### config.mk
export PLATFORM = sky130hd
export DESIGN_NAME = alu_issue
export DESIGN_NICKNAME = d
export VERILOG_FILES = /design/src/rtl/alu_issue.sv
export SDC_FILE = /design/constraint.sdc
export NUM_CORES = 1
export LEC_CHECK = 0
export BUFFER_PORTS_ARGS = -buffer_cell sky130_fd_sc_hd__clkbuf_2
export CORE_ASPECT_RATIO = 1.2
export CORE_MARGIN = 3
export CORE_UTILIZATION = 54
export DETAILED_ROUTE_END_ITERATION = 10
export HOLD_SLACK_MARGIN = 0.05
export MAX_ROUTING_LAYER = met4
export PLACE_DENSITY = 0.85
export SLEW_MARGIN = 15
export SYNTH_ARGS = -nofsm -noshare
export SYNTH_HDL_FRONTEND = slang
export SYNTH_SLANG_ARGS = --single-unit
### constraint.sdc
create_clock -name clk -period 3.05 [get_ports clk]
set_input_delay 0.61 -clock clk [delete_from_list [all_inputs] [get_ports clk]]
set_output_delay 0.61 -clock clk [all_outputs]
set_load 0.03 [all_outputs]
### src/rtl/alu_issue.sv
// ALU issue stage: decodes RV32I opcode/funct fields into an ALU control word and
// operand pair, then registers them behind a valid/ready handshake with a skid buffer.
`ifndef kSAIL_MICROARCHITECTURE_ALUCTL_AND
`define kSAIL_MICROARCHITECTURE_ALUCTL_AND   4'b0000
`define kSAIL_MICROARCHITECTURE_ALUCTL_OR    4'b0001
`define kSAIL_MICROARCHITECTURE_ALUCTL_ADD   4'b0010
`define kSAIL_MICROARCHITECTURE_ALUCTL_SRL   4'b0011
`define kSAIL_MICROARCHITECTURE_ALUCTL_SLL   4'b0100
`define kSAIL_MICROARCHITECTURE_ALUCTL_SRA   4'b0101
`define kSAIL_MICROARCHITECTURE_ALUCTL_SUB   4'b0110
`define kSAIL_MICROARCHITECTURE_ALUCTL_SLT   4'b0111
`define kSAIL_MICROARCHITECTURE_ALUCTL_XOR   4'b1000
`define kSAIL_MICROARCHITECTURE_ALUCTL_CSRRW 4'b1001
`define kSAIL_MICROARCHITECTURE_ALUCTL_CSRRS 4'b1010
`define kSAIL_MICROARCHITECTURE_ALUCTL_CSRRC 4'b1011
`define kSAIL_MICROARCHITECTURE_ALUCTL_NOBR  3'b000
`define kSAIL_MICROARCHITECTURE_ALUCTL_BEQ   3'b001
`define kSAIL_MICROARCHITECTURE_ALUCTL_BNE   3'b010
`define kSAIL_MICROARCHITECTURE_ALUCTL_BLT   3'b011
`define kSAIL_MICROARCHITECTURE_ALUCTL_BGE   3'b100
`define kSAIL_MICROARCHITECTURE_ALUCTL_BLTU  3'b101
`define kSAIL_MICROARCHITECTURE_ALUCTL_BGEU  3'b110
`endif

module alu_issue #(
   parameter int XLEN = 32
) (
   input  logic            clk,
   input  logic            rst_n,
   input  logic            flush,
   input  logic            in_valid,
   output logic            in_ready,
   input  logic [6:0]      in_opcode,
   input  logic [2:0]      in_funct3,
   input  logic            in_funct7_5,
   input  logic [XLEN-1:0] in_rs1,
   input  logic [XLEN-1:0] in_rs2,
   input  logic [XLEN-1:0] in_imm,
   input  logic [XLEN-1:0] in_pc,
   output logic            out_valid,
   input  logic            out_ready,
   output logic [6:0]      out_aluctl,
   output logic [XLEN-1:0] out_a,
   output logic [XLEN-1:0] out_b,
   output logic            out_illegal
);

   localparam logic [6:0] OPC_OP     = 7'b0110011;
   localparam logic [6:0] OPC_OPIMM  = 7'b0010011;
   localparam logic [6:0] OPC_LUI    = 7'b0110111;
   localparam logic [6:0] OPC_AUIPC  = 7'b0010111;
   localparam logic [6:0] OPC_JAL    = 7'b1101111;
   localparam logic [6:0] OPC_JALR   = 7'b1100111;
   localparam logic [6:0] OPC_LOAD   = 7'b0000011;
   localparam logic [6:0] OPC_STORE  = 7'b0100011;
   localparam logic [6:0] OPC_BRANCH = 7'b1100011;
   localparam logic [6:0] OPC_SYSTEM = 7'b1110011;

   logic [3:0]      dec_op;
   logic [2:0]      dec_br;
   logic [XLEN-1:0] dec_a, dec_b;
   logic            dec_ill;

   always_comb begin
      dec_op  = `kSAIL_MICROARCHITECTURE_ALUCTL_ADD;
      dec_br  = `kSAIL_MICROARCHITECTURE_ALUCTL_NOBR;
      dec_a   = '0;
      dec_b   = '0;
      dec_ill = 1'b0;
      case (in_opcode)
         OPC_OP, OPC_OPIMM: begin
            dec_a = in_rs1;
            dec_b = (in_opcode == OPC_OP) ? in_rs2 : in_imm;
            case (in_funct3)
               3'b000: dec_op = (in_opcode == OPC_OP && in_funct7_5) ?
                                `kSAIL_MICROARCHITECTURE_ALUCTL_SUB : `kSAIL_MICROARCHITECTURE_ALUCTL_ADD;
               3'b001: dec_op = `kSAIL_MICROARCHITECTURE_ALUCTL_SLL;
               3'b010: dec_op = `kSAIL_MICROARCHITECTURE_ALUCTL_SLT;
               3'b011: begin
                  // Unsigned compare reuses SLT with the BLTU code as a marker.
                  dec_op = `kSAIL_MICROARCHITECTURE_ALUCTL_SLT;
                  dec_br = `kSAIL_MICROARCHITECTURE_ALUCTL_BLTU;
               end
               3'b100: dec_op = `kSAIL_MICROARCHITECTURE_ALUCTL_XOR;
               3'b101: dec_op = in_funct7_5 ?
                                `kSAIL_MICROARCHITECTURE_ALUCTL_SRA : `kSAIL_MICROARCHITECTURE_ALUCTL_SRL;
               3'b110: dec_op = `kSAIL_MICROARCHITECTURE_ALUCTL_OR;
               default: dec_op = `kSAIL_MICROARCHITECTURE_ALUCTL_AND;
            endcase
         end
         OPC_LUI: dec_b = in_imm;
         OPC_AUIPC, OPC_JAL: begin
            dec_a = in_pc;
            dec_b = in_imm;
         end
         OPC_JALR, OPC_LOAD, OPC_STORE: begin
            dec_a = in_rs1;
            dec_b = in_imm;
         end
         OPC_BRANCH: begin
            dec_op = `kSAIL_MICROARCHITECTURE_ALUCTL_SUB;
            dec_a  = in_rs1;
            dec_b  = in_rs2;
            case (in_funct3)
               3'b000:  dec_br = `kSAIL_MICROARCHITECTURE_ALUCTL_BEQ;
               3'b001:  dec_br = `kSAIL_MICROARCHITECTURE_ALUCTL_BNE;
               3'b100:  dec_br = `kSAIL_MICROARCHITECTURE_ALUCTL_BLT;
               3'b101:  dec_br = `kSAIL_MICROARCHITECTURE_ALUCTL_BGE;
               3'b110:  dec_br = `kSAIL_MICROARCHITECTURE_ALUCTL_BLTU;
               3'b111:  dec_br = `kSAIL_MICROARCHITECTURE_ALUCTL_BGEU;
               default: dec_ill = 1'b1;
            endcase
         end
         OPC_SYSTEM: begin
            dec_a = in_funct3[2] ? in_imm : in_rs1;
            dec_b = in_rs2;
            case (in_funct3[1:0])
               2'b01:   dec_op = `kSAIL_MICROARCHITECTURE_ALUCTL_CSRRW;
               2'b10:   dec_op = `kSAIL_MICROARCHITECTURE_ALUCTL_CSRRS;
               2'b11:   dec_op = `kSAIL_MICROARCHITECTURE_ALUCTL_CSRRC;
               default: dec_ill = 1'b1;
            endcase
         end
         default: dec_ill = 1'b1;
      endcase
      if (dec_ill) begin
         dec_op = '0;
         dec_br = '0;
         dec_a  = '0;
         dec_b  = '0;
      end
   end

   logic            or_valid_q, or_valid_d, sk_valid_q, sk_valid_d, in_ready_q;
   logic [6:0]      or_ctl_q, or_ctl_d, sk_ctl_q, sk_ctl_d;
   logic [XLEN-1:0] or_a_q, or_a_d, or_b_q, or_b_d, sk_a_q, sk_a_d, sk_b_q, sk_b_d;
   logic            or_ill_q, or_ill_d, sk_ill_q, sk_ill_d;
   logic            accept, drain;

   assign accept = in_valid && in_ready_q && !flush;
   assign drain  = or_valid_q && out_ready;

   always_comb begin
      or_valid_d = or_valid_q;
      or_ctl_d   = or_ctl_q;
      or_a_d     = or_a_q;
      or_b_d     = or_b_q;
      or_ill_d   = or_ill_q;
      sk_valid_d = sk_valid_q;
      sk_ctl_d   = sk_ctl_q;
      sk_a_d     = sk_a_q;
      sk_b_d     = sk_b_q;
      sk_ill_d   = sk_ill_q;
      if (flush) begin
         or_valid_d = 1'b0;
         sk_valid_d = 1'b0;
      end else if (drain && sk_valid_q) begin
         // in_ready is low whenever SK is full, so no accept can collide here.
         or_valid_d = 1'b1;
         or_ctl_d   = sk_ctl_q;
         or_a_d     = sk_a_q;
         or_b_d     = sk_b_q;
         or_ill_d   = sk_ill_q;
         sk_valid_d = 1'b0;
      end else if (accept && (!or_valid_q || drain)) begin
         or_valid_d = 1'b1;
         or_ctl_d   = {dec_br, dec_op};
         or_a_d     = dec_a;
         or_b_d     = dec_b;
         or_ill_d   = dec_ill;
      end else if (accept) begin
         sk_valid_d = 1'b1;
         sk_ctl_d   = {dec_br, dec_op};
         sk_a_d     = dec_a;
         sk_b_d     = dec_b;
         sk_ill_d   = dec_ill;
      end else if (drain) begin
         or_valid_d = 1'b0;
      end
   end

   always_ff @(posedge clk) begin
      if (!rst_n) begin
         or_valid_q <= 1'b0;
         or_ctl_q   <= '0;
         or_a_q     <= '0;
         or_b_q     <= '0;
         or_ill_q   <= 1'b0;
         sk_valid_q <= 1'b0;
         sk_ctl_q   <= '0;
         sk_a_q     <= '0;
         sk_b_q     <= '0;
         sk_ill_q   <= 1'b0;
         in_ready_q <= 1'b0;
      end else begin
         or_valid_q <= or_valid_d;
         or_ctl_q   <= or_ctl_d;
         or_a_q     <= or_a_d;
         or_b_q     <= or_b_d;
         or_ill_q   <= or_ill_d;
         sk_valid_q <= sk_valid_d;
         sk_ctl_q   <= sk_ctl_d;
         sk_a_q     <= sk_a_d;
         sk_b_q     <= sk_b_d;
         sk_ill_q   <= sk_ill_d;
         in_ready_q <= !sk_valid_d;
      end
   end

   assign in_ready    = in_ready_q;
   assign out_valid   = or_valid_q;
   assign out_aluctl  = or_ctl_q;
   assign out_a       = or_a_q;
   assign out_b       = or_b_q;
   assign out_illegal = or_ill_q;

endmodule

* After elaboration in Yosys (flattened, before gate mapping) *
Cells that the tools add are included.

operators by class
  equality and inequality tests = 21
  muxes and demuxes = 35
  bitwise logic cells = 4
  reductions and logical operators = 26

operators by type and width
  operator                                       number
  2-to-1 mux 32 bit                              8
  case mux 32 bit (3 select lines)               2
  == test 7 bit, second input constant           4
  case mux 4 bit (3 select lines)                2
  case mux 4 bit (6 select lines)                1
  == test 7 x 6 -> 1 bit, second input constant  3
  case mux 3 bit (6 select lines)                1
  OR reduction 6 bit                             3
  == test 7 x 5 -> 1 bit, second input constant  2
  2-to-1 mux 7 bit                               2
  == test 3 bit, second input constant           4
  2-to-1 mux 1 bit                               12
  2-to-1 mux 3 bit                               4
  OR reduction 2 bit                             5
  OR reduction 8 bit                             1
  == test 7 x 2 -> 1 bit, second input constant  1
  == test 3 x 2 -> 1 bit, second input constant  2
  logical AND 1 bit                              6
  case mux 3 bit (2 select lines)                1
  == test 2 bit, second input constant           2
  2-to-1 mux 4 bit                               1
  NOT 1 bit                                      4
  AND reduction 2 bit                            2
  AND reduction 4 bit                            1
  10 further kinds                               12

word-level totals
  flip-flop bits (word level) = 147
  input port bits = 144
  output and inout port bits = 74

* Depth between registers and ports, before layout *
Gate-level depths: netlist of run 1.

  word-level depth = 8
  mapped depth = 8
  mapped depth without buffers = 5

* Worst setup path after synthesis of run 1 *
No wires, ideal clock.

  kind = in2reg
  start point = input port in_opcode[4]
  end point = register or_a_q[0] (netlist: out_a[0])
  setup time = 0.129 ns
  arrival = 1.927 ns
  required time = 2.921 ns
  setup slack = 0.994 ns
  stages = 8
  cell sequence = buf_2 and3b_1 buf_4 nor2_1 nor2_1 clkbuf_1 a222oi_1 o21ai_1

on the way
  cells in the longest elaborated chain, start to end = 6
  elaborated cells between the ends (all ways) = 18

RTL lines
  element                                                                              RTL line  source
  start: declaration                                                                   33        input logic [6:0] in_opcode,
  == test 7 x 6 -> 1 bit, or another cell as far along                                 70        case (in_opcode)
  OR reduction 8 bit (no source line), or another cell as far along                    --
  case mux 1 bit (3 select lines) or case mux 32 bit (3 select lines) (tied branches)  70
  2-to-1 mux 32 bit *                                                                  126       if (dec_ill) begin
  2-to-1 mux 32 bit *                                                                  165       end else if (accept && (!or_valid_q || drain)) begin
  2-to-1 mux 32 bit *                                                                  157       end else if (drain && sk_valid_q) begin
  end signal: assignment                                                               198       or_a_q <= or_a_d;
  end: declaration                                                                     136       logic [XLEN-1:0] or_a_q, or_a_d, or_b_q, or_b_d, sk_a_q, sk_a_d, sk_b_q, sk_b_d;

Every way passes the cells marked *; elsewhere a longest branch is shown, timed or not. The select of a mux whose other input is x is not followed.
A chain may end at the register's enable or synchronous reset.

* Worst setup path in the final report of run 1 *
  start point = input port in_opcode[6]
  end point = register or_a_q[25] (netlist: out_a[25])

The elaborated chain is that of the path after synthesis.

==> impl_metrics.toml, run 1 <==
[outcome]
status = "completed"

[timing]
fin_crit_sh_pct = 76.61
fin_crit_ns = 2.337
finalSetupViolCount = 0
fmax_mhz = 427.9
worstMarginPinSlew_ns = 0.8400
finalHoldViolCount = 0
maxSlewViolCount = 0
rsz0062_at_grt = "no"
slew_headroom_pct = 44.00
fin_skew_ns = 0.006929
setup_tns_ns = 0

[drt]
postRouteAntennaNets = 0
drc_errors = 0
finalWirelength_mm = 19.96
post_drt_wl_per_cell_um = 18.67
viasPerCell = 6.196
drtPass1Iterations = 6
first_iter_violations = 632
dr_total_vias = 6623

[cts]
clockBufferDepth = 2
cts_setup_buffers = 0
cts_tree = "built"
cts-resized-gates = 0
cts_buffers = 17
cts.sinks = 147
clock_latency_ns = 0.41
cts_hold_buf = 0
clk_pin_slew_ns = 0.06
cts_root_buf = "clkbuf_16"
h-tree-depth = 4

[yosys]
ys_ff_latch = 147
synth.top_cell.area_share_pct = 46.19
ys_seq_area_share_pct = 46.19
syn_inst = 707
ys_warn_count = 0
yosysTopAreaCell = "dfxtp_1"
synth_area_mm2 = 0.006371
synthArstFlopShare_pct = 0
synth.avg_cell_area_um2 = 9.011
synth-edff-count = 0
ys_types = 48
syn-num-nets = 851
synth_top_cells_by_area = "dfxtp_1, a22oi_1, o21ai_1, mux2_2, nand2_1"
synth-main-ff-cell = "dfxtp_1"

[min_path]
hp-start = "sk_a_q[14]"
worstHoldPathType = "flip-flop to flip-flop"
min_to = "sk_a_q[14]"
holdPathStages = 2

[global_route]
overflow = 0
grt_pass1_vias = 6278
grt.met1_usage_pct = 35.54
grt_max_degree = 65
grt_pass1_wl_mm = 31.51
grt_usage_pct = 30.33
met3_usage_pct = 6.495
use_met2_pct = 51.23
antenna_found_initial = 0
top_usage_layer = "met2"

[worst_setup_path]
r2r-start = "out_valid"
critical_path.max_fanout = 17
cp-end-kind = "flip-flop"
setup.worst_path.start_class = "input pin"
critical_path_class = "input pin to flip-flop"
reg2reg_to = "out_a[25]"
worstPathRequired_ns = 3.38
crit_arrival_ns = 2.67
reg2reg_depth = 7
r2r_slack_ns = 1.04

[job]
drv_cap = 0

[cells_and_area]
instances_no_fill = 1069
fillCellCount = 877
post_route_cells_drive_above_1_share_pct = 34.86
synthToLayoutAreaGrowth_pct = 29.54
fin_nets = 1048
num_antenna_cells = 0

[placement]
hpwl_mm = 13.64
gp_congestion = 0.8971
dp.cells = 1039
port_buffers = 217

[power]
p_leak_uw = 0.003137
power-per-cell-area_mw_per_mm2 = 538.0
ir_worst_vdd_uv = 388.5

[floorplanning]
die_w_um = 105.2
die_h_um = 125.0
start_util_pct = 56.39
ios = 218
fp.coreArea_mm2 = 0.01130
dieArea_mm2 = 0.01314
num_rows = 42
cells in the mapped netlist (2+ instances only):
cell,instances
or4_1,2
mux2_2,33
nor3_1,2
o31ai_1,2
a222oi_1,32
a22oi_1,96
o21a_1,3
nor3b_1,3
a21o_1,2
buf_2,14
nand4_1,5
o21ai_1,101
nand4_4,2
and3_1,3
dfxtp_1,147
nor2b_1,5
clkbuf_1,42
nand2b_1,5
a311oi_1,2
o22ai_1,2
nand3b_1,2
o211ai_1,2
nor2_1,18
a21oi_1,12
a31oi_1,5
nand2_1,95
o21ai_0,41
nand3_1,3
nand3_2,2
buf_6,3
inv_1,4
registers in the layout (all words and copies together), names as in the netlist:
| register | flops |
|---|---|
| in_ready | 1 |
| out_a | 32 |
| out_aluctl | 7 |
| out_b | 32 |
| out_illegal | 1 |
| out_valid | 1 |
| sk_a_q | 32 |
| sk_b_q | 32 |
| sk_ctl_q | 7 |
| sk_ill_q | 1 |
| sk_valid_q | 1 |
critical path, stage by stage:
cell and delay [ns]:
clkbuf_2 0.26, and3b_1 0.39, nand4_4 0.21, o32ai_4 0.48, buf_4 0.38, a222oi_1 0.15, o21ai_1 0.17
cells in the final DEF (no fill, tap or decap), types with 3 or more instances in the layout:
| cell type | synthesis | layout |
|---|---|---|
| bufinv_16 | 0 | 4 |
| and3_1 | 3 | 3 |
| nand3_1 | 3 | 3 |
| o21a_1 | 3 | 3 |
| buf_4 | 1 | 19 |
| o21ai_0 | 41 | 41 |
| a21oi_1 | 12 | 12 |
| nor2_2 | 1 | 3 |
| clkbuf_16 | 0 | 17 |
| o21ai_1 | 101 | 101 |
| clkbuf_2 | 1 | 217 |
| nor2_4 | 0 | 3 |
| a222oi_1 | 32 | 32 |
| nor2_1 | 18 | 13 |
| nand2_1 | 95 | 95 |
| clkinv_4 | 0 | 5 |
| a22oi_1 | 96 | 96 |
| nor2b_1 | 5 | 5 |
| dfxtp_1 | 147 | 147 |
| mux2_2 | 33 | 33 |
| inv_1 | 4 | 4 |
| nor3b_1 | 3 | 3 |
| buf_12 | 0 | 3 |
| nand2b_1 | 5 | 5 |
| a31oi_1 | 5 | 5 |
| nand4_1 | 5 | 5 |
how the worst max path moves through the flow:
stage                             from    endpoint  slack, ns  cells after the start
after CTS                 in_opcode[3]   out_b[27]       0.76                      6
after global placement    in_opcode[3]  sk_b_q[26]       0.44                      6
final                     in_opcode[6]   out_a[25]       0.71                      7
after global routing      in_opcode[3]  sk_b_q[25]       0.59                      6
after floorplan           in_opcode[4]    out_a[0]       0.99                      8
after detailed placement  in_opcode[3]   out_b[22]       0.34                      6
metal layers:
layer | wire length, um | vias up | share of wire [%]
li1 | - | 3083 | -
met1 | 7957 | 3120 | 40
met2 | 9922 | 362 | 50
met3 | 1459 | 58 | 7.3
met4 | 620 | 0 | 3.1
met5 | 0 | - | 0
cell families (layout without fill, tap and decap cells):
| kind of cell | count (synthesis) | in the layout | synth area share, % |
|---|---|---|---|
| xor gates and xnor gates | 1 | 1 | 0.1375 |
| buffers and inverters | 65 | 273 | 4.536 |
| AOI/OAI and AO/OA | 305 | 305 | 31.62 |
| DFF | 147 | 147 | 46.19 |
| and+or+nand+nor | 156 | 156 | 11.69 |
| muxes | 33 | 33 | 5.833 |
report_power, final:
group | switching (uW) | internal (uW)
Sequential | 3.79 | 1930
Clock | 790 | 1390
Combinational | 189 | 144
Total | 983 | 3460
layout make-up:
| cell class | instances | area, um^2 | area share (%) |
|---|---|---|---|
| inverter | 4 | 15.01 | 0.1819 |
| timing repair buffer | 239 | 1289 | 15.62 |
| clock inverter | 12 | 182.7 | 2.213 |
| clock buffer | 18 | 439.2 | 5.321 |
| tap | 154 | 192.7 | 2.335 |
| sequential | 147 | 2943 | 35.66 |
| multi-input combinational | 495 | 3192 | 38.67 |
metrics by stage:
stage | cell area, um^2 | power, uW | worst slack (ns) | hold WS [ns] | util (%)
finish | 8253 | 4440 | 0.7133 | 0.4474 | 73.05
CTS | 8253 | 4450 | 0.7634 | 0.4490 | 73.05
global placement | 7631 | 2297 | 0.4443 | 0.4337 | 67.54
floorplan | 6371 | 2136 | 0.9940 | 0.4259 | -
global route | 8253 | 4568 | 0.5943 | 0.4584 | 73.05
detailed placement | 7631 | 2299 | 0.3366 | 0.4412 | 67.54
No activity file was read; power rests on OpenSTA's default activity.
==> run 2: changes to the inputs <==
- CORE_UTILIZATION: 54 -> 50
- PLACE_DENSITY: 0.85 -> 0.8
- clock period: 3.05 -> 2.2 ns (I/O delays scaled with it)
==> run 2 against run 1 <==
Compared with the run above: clock-buffer cell count rose by 2; register-to-register slack got worse by 0.80 ns; clock skew rose by 0.0033 ns; global-route usage fell by 1.2 points; sequential share of layout area fell by 0.72 points; via count rose by 0.26%; design area rose by 2.0%; setup slack got worse by 0.50 ns; highest routed layer unchanged; clock power rose by 23%; wire length rose by 2.5%.
==> impl_metrics.toml, run 2 (synthesized netlist as in run 1, its figures left out) <==
[worst_setup_path]
setup.worst_path.start_class = "input pin"
worstPathRequired_ns = 2.54
critical_path.max_fanout = 19
cp-end-kind = "flip-flop"
crit_arrival_ns = 2.33
critical_path_class = "input pin to flip-flop"

[cts]
cts-resized-gates = 0
h-tree-depth = 4
cts_hold_buf = 0
clock_latency_ns = 0.41
cts.sinks = 147
cts_buffers = 17
clk_pin_slew_ns = 0.06
cts_tree = "built"
clockBufferDepth = 2
cts_setup_buffers = 0
cts_root_buf = "clkbuf_16"

[timing]
maxSlewViolCount = 0
fin_crit_sh_pct = 90.37
finalSetupViolCount = 0
worstMarginPinSlew_ns = 1.021
finalHoldViolCount = 0
fmax_mhz = 503.0
fin_crit_ns = 1.988
fin_skew_ns = 0.01019
layout_setup_ws_ns = 0.2118
slew_headroom_pct = 31.84
rsz0062_at_grt = "no"

[drt]
dr_total_vias = 6640
viasPerCell = 6.004
top_layer = "met4"
first_iter_violations = 564
wl_met2_mm = 9.876
drtPass1Iterations = 9
postRouteAntennaNets = 0
met3WireLength_mm = 1.690
wl_met1_mm = 8.449
drc_errors = 0
post_drt_wl_per_cell_um = 18.50
finalWirelength_mm = 20.46

[placement]
place_ws_ns = -0.2073
hpwl_mm = 14.59
gp_congestion = 0.8436
dp.cells = 1075
place_area_mm2 = 0.007870
port_buffers = 217

[global_route]
grt_max_degree = 48
antenna_found_initial = 0
grt_pass1_wl_mm = 31.61
grt_usage_pct = 29.15
overflow = 0
grt_pass1_vias = 6288

[power]
ir_worst_vdd_uv = 411.2
p_leak_uw = 0.003238
total_power_uw = 5860
power-per-cell-area_mw_per_mm2 = 695.8

[cells_and_area]
post_route_cells_drive_above_1_share_pct = 36.72
instances_no_fill = 1106
final_common_cell = "clkbuf_2"
design_area_mm2 = 0.008422
fin_nets = 1077
most-common-layout-cells = "clkbuf_2, dfxtp_1, o21ai_1"
num_antenna_cells = 0
fillCellCount = 1009
synthToLayoutAreaGrowth_pct = 32.19

[min_path]
worstHoldPathType = "input pin to flip-flop"

[floorplanning]
start_util_pct = 51.90
ios = 218
die_h_um = 129.7
dieArea_mm2 = 0.01414
num_rows = 44
die_w_um = 109.0
fp.coreArea_mm2 = 0.01228

[job]
drv_cap = 0

[outcome]
status = "completed"
==> run 2: path summary, 6_finish.rpt <==
check | slack (ns) | depth (start not counted) | endpoint | startpoint
worst max-delay path | 0.21 | 7 | out_a[17] | in_opcode[3]
worst min register to register | 0.45 | 2 | sk_a_q[11] | sk_a_q[11]
worst max register to register | 0.24 | 6 | out_a[17] | out_valid
worst min-delay path | 0.32 | 3 | out_b[20] | in_rs2[20]
==> run 2: critical path, stage by stage <==
cell and delay, ns:
clkbuf_2 0.09, buf_4 0.13, nand3b_1 0.21, nor2_2 0.83
a222oi_1 0.29, buf_4 0.20, o21ai_1 0.14
==> run 2: cell type report <==
| class | count | area [um^2] | area share (%) |
|---|---|---|---|
| multi-input cells | 495 | 3192 | 37.90 |
| flip-flops and latches | 147 | 2943 | 34.94 |
| repair buffers | 268 | 1519 | 18.04 |
| clock buffers | 20 | 446.7 | 5.304 |
| well taps | 161 | 201.4 | 2.392 |
| clock inverters | 11 | 105.1 | 1.248 |
| inverters | 4 | 15.01 | 0.1783 |
==> run 2: stage by stage <==
step	util (%)	TNS (ns)	hold slack [ns]
4_1_cts	68.60	0	0.3184
5_1_grt	68.60	0	0.3240
3_5_place_dp	64.11	-7.761	0.4415
2_1_floorplan	-	0	0.4259
3_3_place_gp	64.11	-5.265	0.4333
6_report	68.60	0	0.3247
==> run 2: routing by layer <==
metal	vias to the layer above	GRT usage (%)
li1	3148	-
met1	3138	35.74
met2	323	47.76
met3	31	5.381
met4	0	10.70
met5	-	-
==> run 2: where the power goes <==
group | leakage [uW] | internal, uW | total (uW) | switching [uW]
clock | 0.000264 | 1590 | 2690 | 1100
combinational | 0.00179 | 226 | 497 | 271
sequential | 0.00118 | 2670 | 2680 | 5.96
